==> src/rtl/multdiv_unit.sv <==
// Iterative signed 32-bit multiply/divide engine: radix-2 shift-add multiply and
// restoring divide on operand magnitudes, one completion pulse per operation.
module multdiv_unit #(
    parameter int          DATA_W   = 32,
    parameter int          RD_W     = 5,
    parameter logic [2:0]  EXC_MULT = 3'd4,
    parameter logic [2:0]  EXC_DIV  = 3'd5
) (
    input  logic              clock,
    input  logic              reset,
    input  logic              ctrl_MULT,
    input  logic              ctrl_DIV,
    input  logic [DATA_W-1:0] operandA,
    input  logic [DATA_W-1:0] operandB,
    input  logic [RD_W-1:0]   rd_in,
    output logic              busy,
    output logic [RD_W-1:0]   pending_rd,
    output logic              multdivRDY,
    output logic [RD_W-1:0]   multdiv_rd,
    output logic [DATA_W-1:0] result,
    output logic              md_excep,
    output logic [2:0]        md_rstatus
);

    typedef enum logic [1:0] {
        S_IDLE = 2'd0,
        S_MULT = 2'd1,
        S_DIV  = 2'd2,
        S_DONE = 2'd3
    } state_t;

    localparam logic [DATA_W-1:0]   ONE_W  = {{(DATA_W-1){1'b0}}, 1'b1};
    localparam logic [2*DATA_W-1:0] ONE_2W = {{(2*DATA_W-1){1'b0}}, 1'b1};
    localparam logic [DATA_W-1:0]   ZERO_W = {DATA_W{1'b0}};

    function automatic logic [DATA_W-1:0] mag(input logic [DATA_W-1:0] v);
        mag = v[DATA_W-1] ? (~v + ONE_W) : v;
    endfunction

    state_t              state_q, state_d;
    logic [4:0]          cnt_q, cnt_d;
    logic [DATA_W-1:0]   a_q, a_d;
    logic [DATA_W-1:0]   b_q, b_d;
    logic                neg_q, neg_d;
    logic [RD_W-1:0]     rd_q, rd_d;
    // Multiply: {high accumulator, multiplier}; divide: {remainder, dividend/quotient}.
    logic [2*DATA_W-1:0] work_q, work_d;

    logic                busy_q, busy_d;
    logic [RD_W-1:0]     pend_q, pend_d;
    logic                rdy_q, rdy_d;
    logic [RD_W-1:0]     mrd_q, mrd_d;
    logic [DATA_W-1:0]   res_q, res_d;
    logic                exc_q, exc_d;
    logic [2:0]          stat_q, stat_d;

    logic [DATA_W:0]     mul_sum_s;
    logic [2*DATA_W-1:0] mul_next_s;
    logic [2*DATA_W-1:0] prod_s;
    logic                mul_ovf_s;
    logic [DATA_W:0]     div_shift_s;
    logic [DATA_W:0]     div_trial_s;
    logic                div_bit_s;
    logic [DATA_W-1:0]   div_rem_s;
    logic [2*DATA_W-1:0] div_next_s;
    logic [DATA_W-1:0]   quo_s;

    assign mul_sum_s   = {1'b0, work_q[2*DATA_W-1:DATA_W]}
                       + (work_q[0] ? {1'b0, a_q} : {(DATA_W+1){1'b0}});
    assign mul_next_s  = {mul_sum_s, work_q[DATA_W-1:1]};
    assign prod_s      = neg_q ? (~mul_next_s + ONE_2W) : mul_next_s;
    // Signed product fits in 32 bits only if bits 63..31 are all equal.
    assign mul_ovf_s   = ~((&prod_s[2*DATA_W-1:DATA_W-1]) | ~(|prod_s[2*DATA_W-1:DATA_W-1]));

    assign div_shift_s = {work_q[2*DATA_W-1:DATA_W], work_q[DATA_W-1]};
    assign div_trial_s = div_shift_s - {1'b0, b_q};
    assign div_bit_s   = ~div_trial_s[DATA_W];
    assign div_rem_s   = div_bit_s ? div_trial_s[DATA_W-1:0] : div_shift_s[DATA_W-1:0];
    assign div_next_s  = {div_rem_s, work_q[DATA_W-2:0], div_bit_s};
    assign quo_s       = neg_q ? (~div_next_s[DATA_W-1:0] + ONE_W) : div_next_s[DATA_W-1:0];

    // Next-state, datapath and registered-output logic.
    always_comb begin
        state_d = state_q;
        cnt_d   = cnt_q;
        a_d     = a_q;
        b_d     = b_q;
        neg_d   = neg_q;
        rd_d    = rd_q;
        work_d  = work_q;
        busy_d  = busy_q;
        pend_d  = pend_q;
        rdy_d   = 1'b0;
        mrd_d   = mrd_q;
        res_d   = res_q;
        exc_d   = 1'b0;
        stat_d  = 3'd0;
        case (state_q)
            S_IDLE, S_DONE: begin
                if (ctrl_MULT) begin
                    state_d = S_MULT;
                    cnt_d   = 5'd0;
                    a_d     = mag(operandA);
                    b_d     = mag(operandB);
                    neg_d   = operandA[DATA_W-1] ^ operandB[DATA_W-1];
                    rd_d    = rd_in;
                    work_d  = {ZERO_W, mag(operandB)};
                    busy_d  = 1'b1;
                    pend_d  = rd_in;
                end else if (ctrl_DIV) begin
                    if (operandB == ZERO_W) begin
                        state_d = S_DONE;
                        rdy_d   = 1'b1;
                        mrd_d   = rd_in;
                        res_d   = ZERO_W;
                        exc_d   = 1'b1;
                        stat_d  = EXC_DIV;
                        busy_d  = 1'b0;
                        pend_d  = {RD_W{1'b0}};
                    end else begin
                        state_d = S_DIV;
                        cnt_d   = 5'd0;
                        a_d     = mag(operandA);
                        b_d     = mag(operandB);
                        neg_d   = operandA[DATA_W-1] ^ operandB[DATA_W-1];
                        rd_d    = rd_in;
                        work_d  = {ZERO_W, mag(operandA)};
                        busy_d  = 1'b1;
                        pend_d  = rd_in;
                    end
                end else begin
                    state_d = S_IDLE;
                    busy_d  = 1'b0;
                    pend_d  = {RD_W{1'b0}};
                end
            end
            S_MULT: begin
                work_d = mul_next_s;
                cnt_d  = cnt_q + 5'd1;
                if (cnt_q == 5'd31) begin
                    state_d = S_DONE;
                    rdy_d   = 1'b1;
                    mrd_d   = rd_q;
                    res_d   = prod_s[DATA_W-1:0];
                    exc_d   = mul_ovf_s;
                    stat_d  = mul_ovf_s ? EXC_MULT : 3'd0;
                    busy_d  = 1'b0;
                    pend_d  = {RD_W{1'b0}};
                end else begin
                    state_d = S_MULT;
                end
            end
            S_DIV: begin
                work_d = div_next_s;
                cnt_d  = cnt_q + 5'd1;
                if (cnt_q == 5'd31) begin
                    state_d = S_DONE;
                    rdy_d   = 1'b1;
                    mrd_d   = rd_q;
                    res_d   = quo_s;
                    busy_d  = 1'b0;
                    pend_d  = {RD_W{1'b0}};
                end else begin
                    state_d = S_DIV;
                end
            end
            default: begin
                state_d = S_IDLE;
                busy_d  = 1'b0;
                pend_d  = {RD_W{1'b0}};
            end
        endcase
    end

    // State and output registers with synchronous active-low reset.
    always_ff @(posedge clock) begin
        if (!reset) begin
            state_q <= S_IDLE;
            cnt_q   <= 5'd0;
            a_q     <= ZERO_W;
            b_q     <= ZERO_W;
            neg_q   <= 1'b0;
            rd_q    <= {RD_W{1'b0}};
            work_q  <= {(2*DATA_W){1'b0}};
            busy_q  <= 1'b0;
            pend_q  <= {RD_W{1'b0}};
            rdy_q   <= 1'b0;
            mrd_q   <= {RD_W{1'b0}};
            res_q   <= ZERO_W;
            exc_q   <= 1'b0;
            stat_q  <= 3'd0;
        end else begin
            state_q <= state_d;
            cnt_q   <= cnt_d;
            a_q     <= a_d;
            b_q     <= b_d;
            neg_q   <= neg_d;
            rd_q    <= rd_d;
            work_q  <= work_d;
            busy_q  <= busy_d;
            pend_q  <= pend_d;
            rdy_q   <= rdy_d;
            mrd_q   <= mrd_d;
            res_q   <= res_d;
            exc_q   <= exc_d;
            stat_q  <= stat_d;
        end
    end

    assign busy       = busy_q;
    assign pending_rd = pend_q;
    assign multdivRDY = rdy_q;
    assign multdiv_rd = mrd_q;
    assign result     = res_q;
    assign md_excep   = exc_q;
    assign md_rstatus = stat_q;

endmodule

==> config.mk <==
export PLATFORM = sky130hd
export DESIGN_NAME = multdiv_unit
export DESIGN_NICKNAME = d
export VERILOG_FILES = /design/src/rtl/multdiv_unit.sv
export SDC_FILE = /design/constraint.sdc
export NUM_CORES = 1
export LEC_CHECK = 0
export ABC_AREA = 1
export CORE_MARGIN = 1.5
export CORE_UTILIZATION = 50
export DETAILED_ROUTE_END_ITERATION = 6
export PLACE_DENSITY = 0.77
export SLEW_MARGIN = 5
export SYNTH_ARGS = -nofsm -noshare
export SYNTH_HDL_FRONTEND = slang
export SYNTH_SLANG_ARGS = --single-unit
==> constraint.sdc <==
create_clock -name clock -period 6.39 [get_ports clock]
set_input_delay 1.917 -clock clock [delete_from_list [all_inputs] [get_ports clock]]
set_output_delay 1.917 -clock clock [all_outputs]
set_load 0.02 [all_outputs]
==> run_results.csv <==
group,metric,value,unit
detailed_routing,wl_per_cell,20.3,microns
synth,netlist_area,17600,sq um
timing,tns,0,ns
clocking,cts-root-buf,"clkbuf_16",
synth,syn_area_per_cell,5.71,sq um
clocking,insertion_delay,0.46,ns
grt,grt_start_max_net_pins,99,
detailed_routing,num_vias,21000,
grt,grt_overflow,0,
clocking,cts-buffers-inserted,17,
worst_setup_path,critPathCaptureType,"flop",
pwr,pwr-share-comb,0.398,
synth,ys_warn_count,0,
worst_setup_path,worst_setup_path_start_kind,"flop",
floorplan,die_x,191,microns
clocking,cts_buffer_depth,2,
detailed_routing,wl,72.8,mm
grt,grt_pass1_wl,110,mm
final_layout,nets,3272,
grt,antenna_found_initial,1,
worst_setup_path,critPathMaxStageDelay,0.54,ns
final_layout,fin_area,19700,sq um
synth,synthArstFlopShare,0,
clocking,clock_sinks,187,
detailed_routing,drtIter0Drc,2601,
job,drv_cap,0,
clocking,ctsHoldBuffers,0,
detailed_routing,drt-pass1-iter-count,6,
grt,grt_pass1_vias,19000,
pwr,p_seq_frac,0.338,
final_layout,syn2layout_area_growth,11.6,%
worst_setup_path,crit_chain,"inv_1 -> ha_1 -> fa_1 -> inv_1 -> nand2_1 -> o21ai_2 -> nand3_1 -> nand2_1 -> a21oi_2 -> o21ai_4 -> nand3_2 -> nand2_1 -> nand2_1 -> nand2_4 -> inv_2 -> ha_1 -> nor2_1 -> buf_4 -> nand2_1 -> o21a_1 -> o32ai_1 -> nand2_1 -> a21oi_1",
placed_design,hpwlAfterDp,58.6,mm
timing,fin_crit_sh,0.776,
worst_hold_path,hold_class,"flop to flop",
timing,rsz0062_at_grt,"no",
worst_setup_path,critical_path_class,"flop to flop",
placed_design,portBuffers,119,
pwr,p_switching,1860,uW
timing,final-setup-viol-count,0,
final_layout,n_antenna_cell,0,
floorplan,rows,68,
final_layout,drive_gt1_frac,0.0510,
clocking,path_clk_slew,0.08,ns
detailed_routing,drc,0,
synth,synth_cell_types,55,
synth,syn_nets,3236,
floorplan,die_h,191,microns
pwr,power_density,212,nW/um^2
worst_setup_path,cpMaxStageDelayCell,"dfxtp_1",
timing,fin_skew,0.0152,ns
pwr,p_clk_frac,0.264,
detailed_routing,ant_nets,0,
clocking,cts_resized,0,
timing,period_needed,4.96,ns
timing,worst_slew_pin_slew,0.959,ns
synth,synthFlopType,"dfxtp_1",
pwr,p_int,2320,uW
worst_setup_path,cpMostUsedCell,"nand2_1",
grt,track_usage,0.396,
synth,synth-seq-area-share,0.212,
pwr,swShare,0.445,
worst_setup_path,crit_fanout,62,
timing,hold_viol,0,
clocking,cts_tree,"built",
floorplan,dieArea,36400,sq um
worst_setup_path,cp.required,6.77,ns
placed_design,placed_area,19100,sq um
timing,fin_worst_hold_slack,0.463,ns
synth,synth_cells,3089,
clocking,post_cts_buffers,0,
placed_design,place.gp.congestion,1.03,
synth,ys_ff_latch,187,
detailed_routing,avgViaCountPerCell,5.85,
timing,slew_headroom,0.360,
pwr,ir_worst_vdd,0.225,mV
floorplan,start_util,0.509,
pwr,p_leak,0.00928,uW
floorplan,io_pins,121,
clocking,htree_levels,4,
final_layout,fin_util,0.568,
timing,fmax,202,MHz
worst_setup_path,worstPathArrival,5.34,ns
floorplan,coreArea,34600,sq um
outcome,outcome,"completed",
synth,synth-edff-count,0,
timing,slew_violations,0,
==> path summary, 6_finish.rpt <==
check	end	slack (ns)	from	depth (start not counted)
max	result[28]$_SDFFE_PN0P_	1.43	work_q[31]$_SDFFE_PN0P_	23
min	result[1]$_SDFFE_PN0P_	0.46	result[1]$_SDFFE_PN0P_	2
max reg2reg	result[28]$_SDFFE_PN0P_	1.43	work_q[31]$_SDFFE_PN0P_	23
min reg2reg	result[1]$_SDFFE_PN0P_	0.46	result[1]$_SDFFE_PN0P_	2
==> per-layer routing <==
layer	part of all wire	wire length, microns	track usage	up-vias
met5	0.00014	10	0	-
met4	0.072	5240	0.257	2
met3	0.093	6760	0.0559	202
met2	0.42	30400	0.598	1147
met1	0.42	30400	0.527	9543
li1	-	-	-	10100
==> synthesized netlist by cell type, types with 2 or more instances <==
master | instances | area share
nand2_1 | 939 | 0.20
inv_1 | 377 | 0.080
nor2_1 | 322 | 0.069
a21oi_1 | 230 | 0.065
o21ai_0 | 209 | 0.059
dfxtp_1 | 187 | 0.21
nand3_1 | 186 | 0.053
clkbuf_1 | 88 | 0.019
ha_1 | 72 | 0.051
xor2_1 | 49 | 0.024
o22ai_1 | 45 | 0.016
nand4_1 | 43 | 0.015
nor3_1 | 38 | 0.011
xnor2_1 | 37 | 0.018
nand2_2 | 33 | 0.012
o211ai_1 | 23 | 0.0098
a31oi_1 | 18 | 0.0064
buf_1 | 15 | 0.0032
inv_2 | 15 | 0.0032
nor2_2 | 15 | 0.0053
a41oi_1 | 13 | 0.0065
buf_2 | 13 | 0.0037
nand3_2 | 9 | 0.0051
nand3b_1 | 9 | 0.0038
nor4_1 | 9 | 0.0032
o31ai_1 | 9 | 0.0038
o21ai_1 | 7 | 0.0020
a21oi_2 | 6 | 0.0030
nor3_2 | 6 | 0.0034
o21bai_1 | 6 | 0.0026
nand2_4 | 5 | 0.0032
nor2_4 | 5 | 0.0032
a211oi_1 | 4 | 0.0017
a21o_1 | 4 | 0.0017
a221oi_1 | 4 | 0.0020
and2_1 | 4 | 0.0014
clkinv_1 | 4 | 0.00085
o2111ai_1 | 4 | 0.0020
or2_2 | 4 | 0.0014
buf_4 | 3 | 0.0013
o21a_1 | 3 | 0.0013
o32ai_1 | 3 | 0.0015
fa_1 | 2 | 0.0023
==> critical path, delay by kind of cell (launching register included) <==
kind                       cells  cell delay, ns
adders and majority gates      3            0.92
and+or+nand+nor               10            1.43
DFF                            1            0.54
buffers and inverters          4            0.77
AOI/OAI and AO/OA              6            1.23
==> layout by cell type, fill, tap and decap left out, drive strengths merged, types with 45 or more instances in the layout <==
cell and instances:
clkdlybuf4s50 118, o21ai 218, xor2 49, nor2 342, dfxtp 187, ha 72
o22ai 45, inv 399, nand2 977, nand3 195, a21oi 236
==> through the flow <==
step           total power [uW]  setup WS (ns)  std cells
4_1_cts                    4120           1.49       3593
3_3_place_gp               3010           1.27       3561
6_report                   4170           1.43       3593
3_5_place_dp               3030           1.18       3561
2_1_floorplan              2490           2.34       3089
5_1_grt                    4370           1.09       3593
==> cell families (layout without fill, tap and decap cells) <==
| family | Yosys count | after routing | synth area share |
|---|---|---|---|
| AO/OA/AOI/OAI | 596 | 596 | 0.189 |
| XOR/XNOR | 86 | 86 | 0.0427 |
| adder cells (fa/ha/maj) | 74 | 74 | 0.0534 |
| buffers and inverters | 516 | 565 | 0.112 |
| flip-flops | 187 | 187 | 0.212 |
| other | 1 | 1 | 0.000213 |
| AND/OR/NAND/NOR | 1629 | 1629 | 0.390 |
==> power by group through the flow <==
stage / combinational [uW] / clock, uW / sequential (uW)
floorplan: 1090 / 0 / 1400
global placement: 1580 / 0 / 1420
detailed placement: 1610 / 0 / 1430
CTS: 1610 / 1110 / 1400
global route: 1810 / 1150 / 1420
finish: 1660 / 1100 / 1410
==> area by class of cell <==
| type | count | area (sq um) |
|---|---|---|
| fillers | 3579 | 14900 |
| multi-input cells | 2386 | 11900 |
| flip-flops and latches | 187 | 3740 |
| inverters | 396 | 1490 |
| repair buffers | 137 | 1330 |
| well taps | 455 | 569 |
| clock buffers | 17 | 425 |
| clock inverters | 15 | 195 |
==> sequential cells by signal, indices dropped and copies added, names as in the netlist <==
register and cells:
result 32, rd_q 5, busy 1, a_q 32, state_q 2, b_q 32, neg_q 1, multdivRDY 1
multdiv_rd 5, cnt_q 5, pending_rd 5, work_q 64, md_rstatus 2
No activity file was read; power rests on OpenSTA's default activity.
